$ cat src/rtl/execute_muldiv.sv
// Iterative RV32M multiply/divide unit with valid/ready accept and pulsed writeback.
// Define MULDIV_FAST_MUL_EN for a single-cycle combinational multiply path.
module execute_muldiv #(
    parameter int XLEN  = 32,
    parameter int CNT_W = 6
) (
    input  logic            clk,
    input  logic            rst,
    input  logic            flush,
    input  logic            in_vld,
    output logic            in_rdy,
    input  logic [2:0]      op,
    input  logic [XLEN-1:0] x_rs1,
    input  logic [XLEN-1:0] x_rs2,
    input  logic [4:0]      rd,
    output logic            busy,
    output logic            out_vld,
    output logic [4:0]      out_rd,
    output logic [XLEN-1:0] out_x_rd
);

    typedef enum logic [1:0] {
        IDLE = 2'd0,
        CALC = 2'd1,
        DONE = 2'd2
    } state_e;

    state_e              state_q, state_d;
    logic [CNT_W-1:0]    count_q, count_d;
    logic [2:0]          op_q, op_d;
    logic [4:0]          rd_q, rd_d;
    logic                sa_q, sa_d;
    logic                sb_q, sb_d;
    logic [XLEN-1:0]     opd_q, opd_d;
    logic [2*XLEN-1:0]   acc_q, acc_d;
    logic                out_vld_q, out_vld_d;
    logic [4:0]          out_rd_q, out_rd_d;
    logic [XLEN-1:0]     out_x_rd_q, out_x_rd_d;

    logic                accept;
    logic                sgn_a, sgn_b, sa_in, sb_in;
    logic [XLEN-1:0]     mag_a, mag_b;
    logic                div_zero, div_ovf, special;
    logic [XLEN-1:0]     spec_val;
    logic [XLEN:0]       mul_sum;
    logic [2*XLEN-1:0]   mul_nxt;
    logic [XLEN:0]       r_sh, diff;
    logic                ge;
    logic [2*XLEN-1:0]   div_nxt;
    logic [2*XLEN-1:0]   prod, mul_s;
    logic [XLEN-1:0]     quo, rem, mul_res, div_res, result;
    logic                last;

    // State register
    always_ff @(posedge clk) begin
        if (rst) begin
            state_q    <= IDLE;
            count_q    <= '0;
            op_q       <= '0;
            rd_q       <= '0;
            sa_q       <= 1'b0;
            sb_q       <= 1'b0;
            opd_q      <= '0;
            acc_q      <= '0;
            out_vld_q  <= 1'b0;
            out_rd_q   <= '0;
            out_x_rd_q <= '0;
        end else begin
            state_q    <= state_d;
            count_q    <= count_d;
            op_q       <= op_d;
            rd_q       <= rd_d;
            sa_q       <= sa_d;
            sb_q       <= sb_d;
            opd_q      <= opd_d;
            acc_q      <= acc_d;
            out_vld_q  <= out_vld_d;
            out_rd_q   <= out_rd_d;
            out_x_rd_q <= out_x_rd_d;
        end
    end

    // Operand decode at accept
    always_comb begin
        sgn_a = 1'b0;
        sgn_b = 1'b0;
        unique case (op)
            3'd1, 3'd4, 3'd6: begin
                sgn_a = 1'b1;
                sgn_b = 1'b1;
            end
            3'd2:    sgn_a = 1'b1;
            default: ;
        endcase
        sa_in    = sgn_a & x_rs1[XLEN-1];
        sb_in    = sgn_b & x_rs2[XLEN-1];
        mag_a    = sa_in ? -x_rs1 : x_rs1;
        mag_b    = sb_in ? -x_rs2 : x_rs2;
        div_zero = op[2] && (x_rs2 == '0);
        div_ovf  = op[2] && !op[0]
                   && (x_rs1 == {1'b1, {(XLEN-1){1'b0}}})
                   && (x_rs2 == '1);
        special  = div_zero | div_ovf;
        if (div_zero)
            spec_val = op[1] ? x_rs1 : '1;
        else
            spec_val = op[1] ? '0 : x_rs1;
    end

    // One shift-add or shift-subtract step, plus final sign fix-up
    always_comb begin
        mul_sum = {1'b0, acc_q[2*XLEN-1:XLEN]}
                  + (acc_q[0] ? {1'b0, opd_q} : '0);
        mul_nxt = {mul_sum, acc_q[XLEN-1:1]};
        r_sh    = {acc_q[2*XLEN-1:XLEN], acc_q[XLEN-1]};
        diff    = r_sh - {1'b0, opd_q};
        ge      = !diff[XLEN];
        div_nxt = {(ge ? diff[XLEN-1:0] : r_sh[XLEN-1:0]),
                   acc_q[XLEN-2:0], ge};
`ifdef MULDIV_FAST_MUL_EN
        prod = {{XLEN{1'b0}}, opd_q} * {{XLEN{1'b0}}, acc_q[XLEN-1:0]};
        last = !op_q[2] || (count_q == CNT_W'(XLEN-1));
`else
        prod = mul_nxt;
        last = (count_q == CNT_W'(XLEN-1));
`endif
        mul_s   = (sa_q ^ sb_q) ? -prod : prod;
        mul_res = (op_q[1:0] == 2'd0) ? mul_s[XLEN-1:0]
                                      : mul_s[2*XLEN-1:XLEN];
        quo     = div_nxt[XLEN-1:0];
        rem     = div_nxt[2*XLEN-1:XLEN];
        if (op_q[1])
            div_res = sa_q ? -rem : rem;
        else
            div_res = (sa_q ^ sb_q) ? -quo : quo;
        result  = op_q[2] ? div_res : mul_res;
    end

    assign accept = in_vld && in_rdy && !flush;

    // Next-state logic
    always_comb begin
        state_d = state_q;
        unique case (state_q)
            IDLE: if (accept) state_d = special ? DONE : CALC;
            CALC: if (last)   state_d = DONE;
            DONE: state_d = IDLE;
            default: state_d = IDLE;
        endcase
        if (flush)
            state_d = IDLE;
    end

    // Datapath and result registers
    always_comb begin
        count_d    = count_q;
        op_d       = op_q;
        rd_d       = rd_q;
        sa_d       = sa_q;
        sb_d       = sb_q;
        opd_d      = opd_q;
        acc_d      = acc_q;
        out_vld_d  = 1'b0;
        out_rd_d   = out_rd_q;
        out_x_rd_d = out_x_rd_q;
        if (flush) begin
            out_vld_d = 1'b0;
        end else if (state_q == IDLE && accept) begin
            count_d = '0;
            op_d    = op;
            rd_d    = rd;
            sa_d    = sa_in;
            sb_d    = sb_in;
            opd_d   = op[2] ? mag_b : mag_a;
            acc_d   = {{XLEN{1'b0}}, (op[2] ? mag_a : mag_b)};
            if (special) begin
                out_vld_d  = 1'b1;
                out_rd_d   = rd;
                out_x_rd_d = spec_val;
            end
        end else if (state_q == CALC) begin
            count_d = count_q + CNT_W'(1);
            acc_d   = op_q[2] ? div_nxt : mul_nxt;
            if (last) begin
                out_vld_d  = 1'b1;
                out_rd_d   = rd_q;
                out_x_rd_d = result;
            end
        end
    end

    // Handshake outputs
    always_comb begin
        in_rdy = (state_q == IDLE) && !rst;
        busy   = (state_q != IDLE);
    end

    assign out_vld  = out_vld_q;
    assign out_rd   = out_rd_q;
    assign out_x_rd = out_x_rd_q;

endmodule
$ cat config.mk
export PLATFORM = sky130hd
export DESIGN_NAME = execute_muldiv
export DESIGN_NICKNAME = d
export VERILOG_FILES = /design/src/rtl/execute_muldiv.sv
export SDC_FILE = /design/constraint.sdc
export NUM_CORES = 1
export LEC_CHECK = 0
export BUFFER_PORTS_ARGS = -buffer_cell sky130_fd_sc_hd__buf_2
export CORE_MARGIN = 2
export CORE_UTILIZATION = 50
export DETAILED_ROUTE_END_ITERATION = 8
export PLACE_DENSITY = 0.8
export SYNTH_ARGS = -nofsm -noshare
export SYNTH_HDL_FRONTEND = slang
export SYNTH_SLANG_ARGS = --single-unit
$ cat constraint.sdc
create_clock -name clk -period 12.05 [get_ports clk]
set_clock_uncertainty 0.15 [all_clocks]
set_input_delay 3.615 -clock clk [delete_from_list [all_inputs] [get_ports clk]]
set_output_delay 3.615 -clock clk [all_outputs]
set_load 0.01 [all_outputs]
==> results.md <==
* Status: complete, no violations
* Syn Std Cell Area at roughly 17000 µm²
* Startpoint Class: primary input
* Total GRT Usage at 0.373
* Routability cong. at 0.986
* # fillers at 3413
* Initial cell density of the core at 0.505
* Comb power frac at 0.367
* Hpwl dp at 52900 µm
* Final min period at 8.23 ns
* Fin crit share at 0.683
* Largest net degree at the start of global routing at 90
* Rel. slew slack at 0.194
* Starting DRT DRC Count at ~2200
* Die height at approximately 190 µm
* Remaining antenna violation count at 0
* Initial antenna violation count at 0
* CTS sink cnt at 152
* Pre-antenna DRT Iters at 6
* Fin nets at 2629
* Hold Buf Count CTS at 0
* Synthesized netlist net count at approximately 2700
* Reported net switching power at 697 µW
* Switching Share at 0.397
* WP depth at 3
* CTS buffer count at 17
* I/O Buffers at 115
* DRC errors left at 0
* First-pass GRT wire length at 104000 µm
* Reg power frac at 0.307
* WP data required at 8.28 ns
* Fraction of layout cells with a size suffix above 1 at 0.0899
* Seq/Total Area, Yosys at 0.176
* Die X at 190 µm
* Pint at 1060 µW
* Synth Flop Type: dfxtp_1
* Die area at around 36000 µm²
* Warnings from Yosys at 0
* Final core utilization at 0.537
* Hold slack at between 0.3 and 0.4 ns
* CP cell instances: buf_4 -> nor2_1 -> buf_2
* Fmax at about 120 MHz
* IO Pins at 116
* DRT Wirelength at between 60000 and 70000 µm
* Global route total overflow at 0
* Final hold vios at 0
* Dpl cells at 2916
* Post-route cell area at between 15000 and 20000 µm²
* Yosys top cell area share at 0.176
* FF+latch count, synth at 152
* Largest cells by area after synthesis: dfxtp_1 (18%), nor2_1 (7.9%), a21oi_1 (6.6%)
* Clk_lat worst skew at about 0.44 ns
* Distinct cells, synth at 95
* # resized after CTS at 0
* Post-synth EDFFs at 0
* Core ar. at 34300 µm²
* CP arrival at 4.46 ns
* Crit path kind: in -> out
* CTS tree: done
* Pwr dens at roughly 96 nW/µm²
* Max H-tree Level at 4
* Antenna Cells at 0
* Peak VDD IR at 0.0920 mV
* Slowest cell delay on critical path at 0.58 ns
* Average size of a mapped cell at 6.88 µm²
* Buf/Inv on CP at 2
* Cell count after synthesis at 2516
* Final non-filler cell total at 2947
* Layout area overhead at 6.34%
* Post-Route Setup TNS at 0 ns
* Root Buffer Master: clkbuf_16
* Slew Limit Fails at 0
* Leak at 0.00681 µW
* Number of global-route vias before repair at about 18000
* Vias/cell at 6.54
* DR vias at 19300
* HP Class: reg -> reg
* Crit end category: output pin
* Setup Fix Bufs, Post-CTS at 0
* CP max FO at 66
* FFs w/ async S/R, synth at 0
* Top cells by count, synth: nor2_1 (363), nand2_1 (264), a21oi_1 (229)
* DR WL/cell at 23.3 µm
* Num rows at 68
* Clk buf depth at 2
* Count leader, synth: nor2_1
* Most area-hungry cell type in the Yosys netlist: dfxtp_1
* Hold Path Stages at 2
* Max_cap viols at 0
* Critical-path top delay cell: buf_4
* Tightest Pin Transition at 1.18 ns
* Worst Reg2Reg Path Length in Cells at 19
* Largest delay share family, worst path: buffers and inverters
* CTS clk-pin slew, worst paths at 0.06 ns
* Cell area after placement at roughly 18000 µm²
* Clk pwr share at 0.326
* RSZ-0062 raised after global routing: no
* Setup-failing EPs final at 0
==> power by group through the flow <==
stage	logic (µW)	registers [µW]	clock network [µW]
after floorplan	448	530	0
after global placement	621	549	0
after detailed placement	624	549	0
after CTS	629	538	572
after global routing	692	540	592
final	645	539	574
==> final timing paths <==
| kind | from | endpoint | slack (ns) |
|---|---|---|---|
| setup / recovery | rst | in_rdy | 3.82 |
| hold / removal | opd_q[9] | opd_q[9] | 0.30 |
| setup reg to reg | acc_q[31] | out_x_rd[14] | 4.38 |
| hold reg to reg | opd_q[9] | opd_q[9] | 0.30 |
==> placed cells by master, fill, tap and decap left out, drive strengths merged, types with 16 or more instances in the layout <==
cell / count
nor2: 364
nand4: 28
buf: 136
o21a: 17
o21ai: 170
a31oi: 21
o31ai: 31
xnor2: 129
nand2: 264
nand3: 41
clkbuf: 19
o211ai: 82
a22oi: 29
inv: 69
dfxtp: 152
a21oi: 229
a21o: 19
mux2i: 78
or3: 24
ha: 71
and2: 16
nor4: 32
nor3: 68
a211oi: 63
xor2: 93
nand2b: 16
==> final cells by class <==
cell class	count	area, µm²	area share
Timing Repair Buffer	136	736	0.0400
Clock buffer	19	443	0.0241
Sequential cell	152	3050	0.166
Tap cell	455	569	0.0309
Inverter	65	244	0.0133
Multi-Input combinational cell	2108	13200	0.717
Clock inverter	12	164	0.00891
==> cells by family after synthesis <==
group / share of synthesized area
adder cells (fa/ha/maj): 0.0537
XOR/XNOR: 0.112
multiplexers: 0.0523
flip-flops: 0.176
AO/OA/AOI/OAI: 0.296
AND/OR/NAND/NOR: 0.246
buffers and inverters: 0.0647
==> per-layer routing <==
metal	vias up	part of all wire	routed length, µm	global-route usage
met2	1050	0.44	30300	0.584
li1	9041	-	-	-
met4	0	0.054	3690	0.193
met5	-	0	0	0
met3	173	0.097	6660	0.0655
met1	9013	0.41	28100	0.492
==> sequential cells by signal (all words and copies together), names as in the netlist <==
name and flops:
acc_q 64, count_q 6, op_q 3, opd_q 32
out_rd 5, out_vld 1, out_x_rd 32, rd_q 5
sa_q 1, sb_q 1, state_q 2
==> tightest hold or removal path, stage by stage, from the launching register on <==
cell	delay, ns
dfxtp_1	0.31
nand2_1	0.05
a21oi_1	0.05
==> stage by stage <==
step                      total power [µW]  setup WS (ns)
final                                 1760           3.82
after global routing                  1820           3.79
after CTS                             1740           3.84
after detailed placement              1170           3.83
after global placement                1170           3.84
after floorplan                        978           4.01
(Power assumes the default switching activity.)
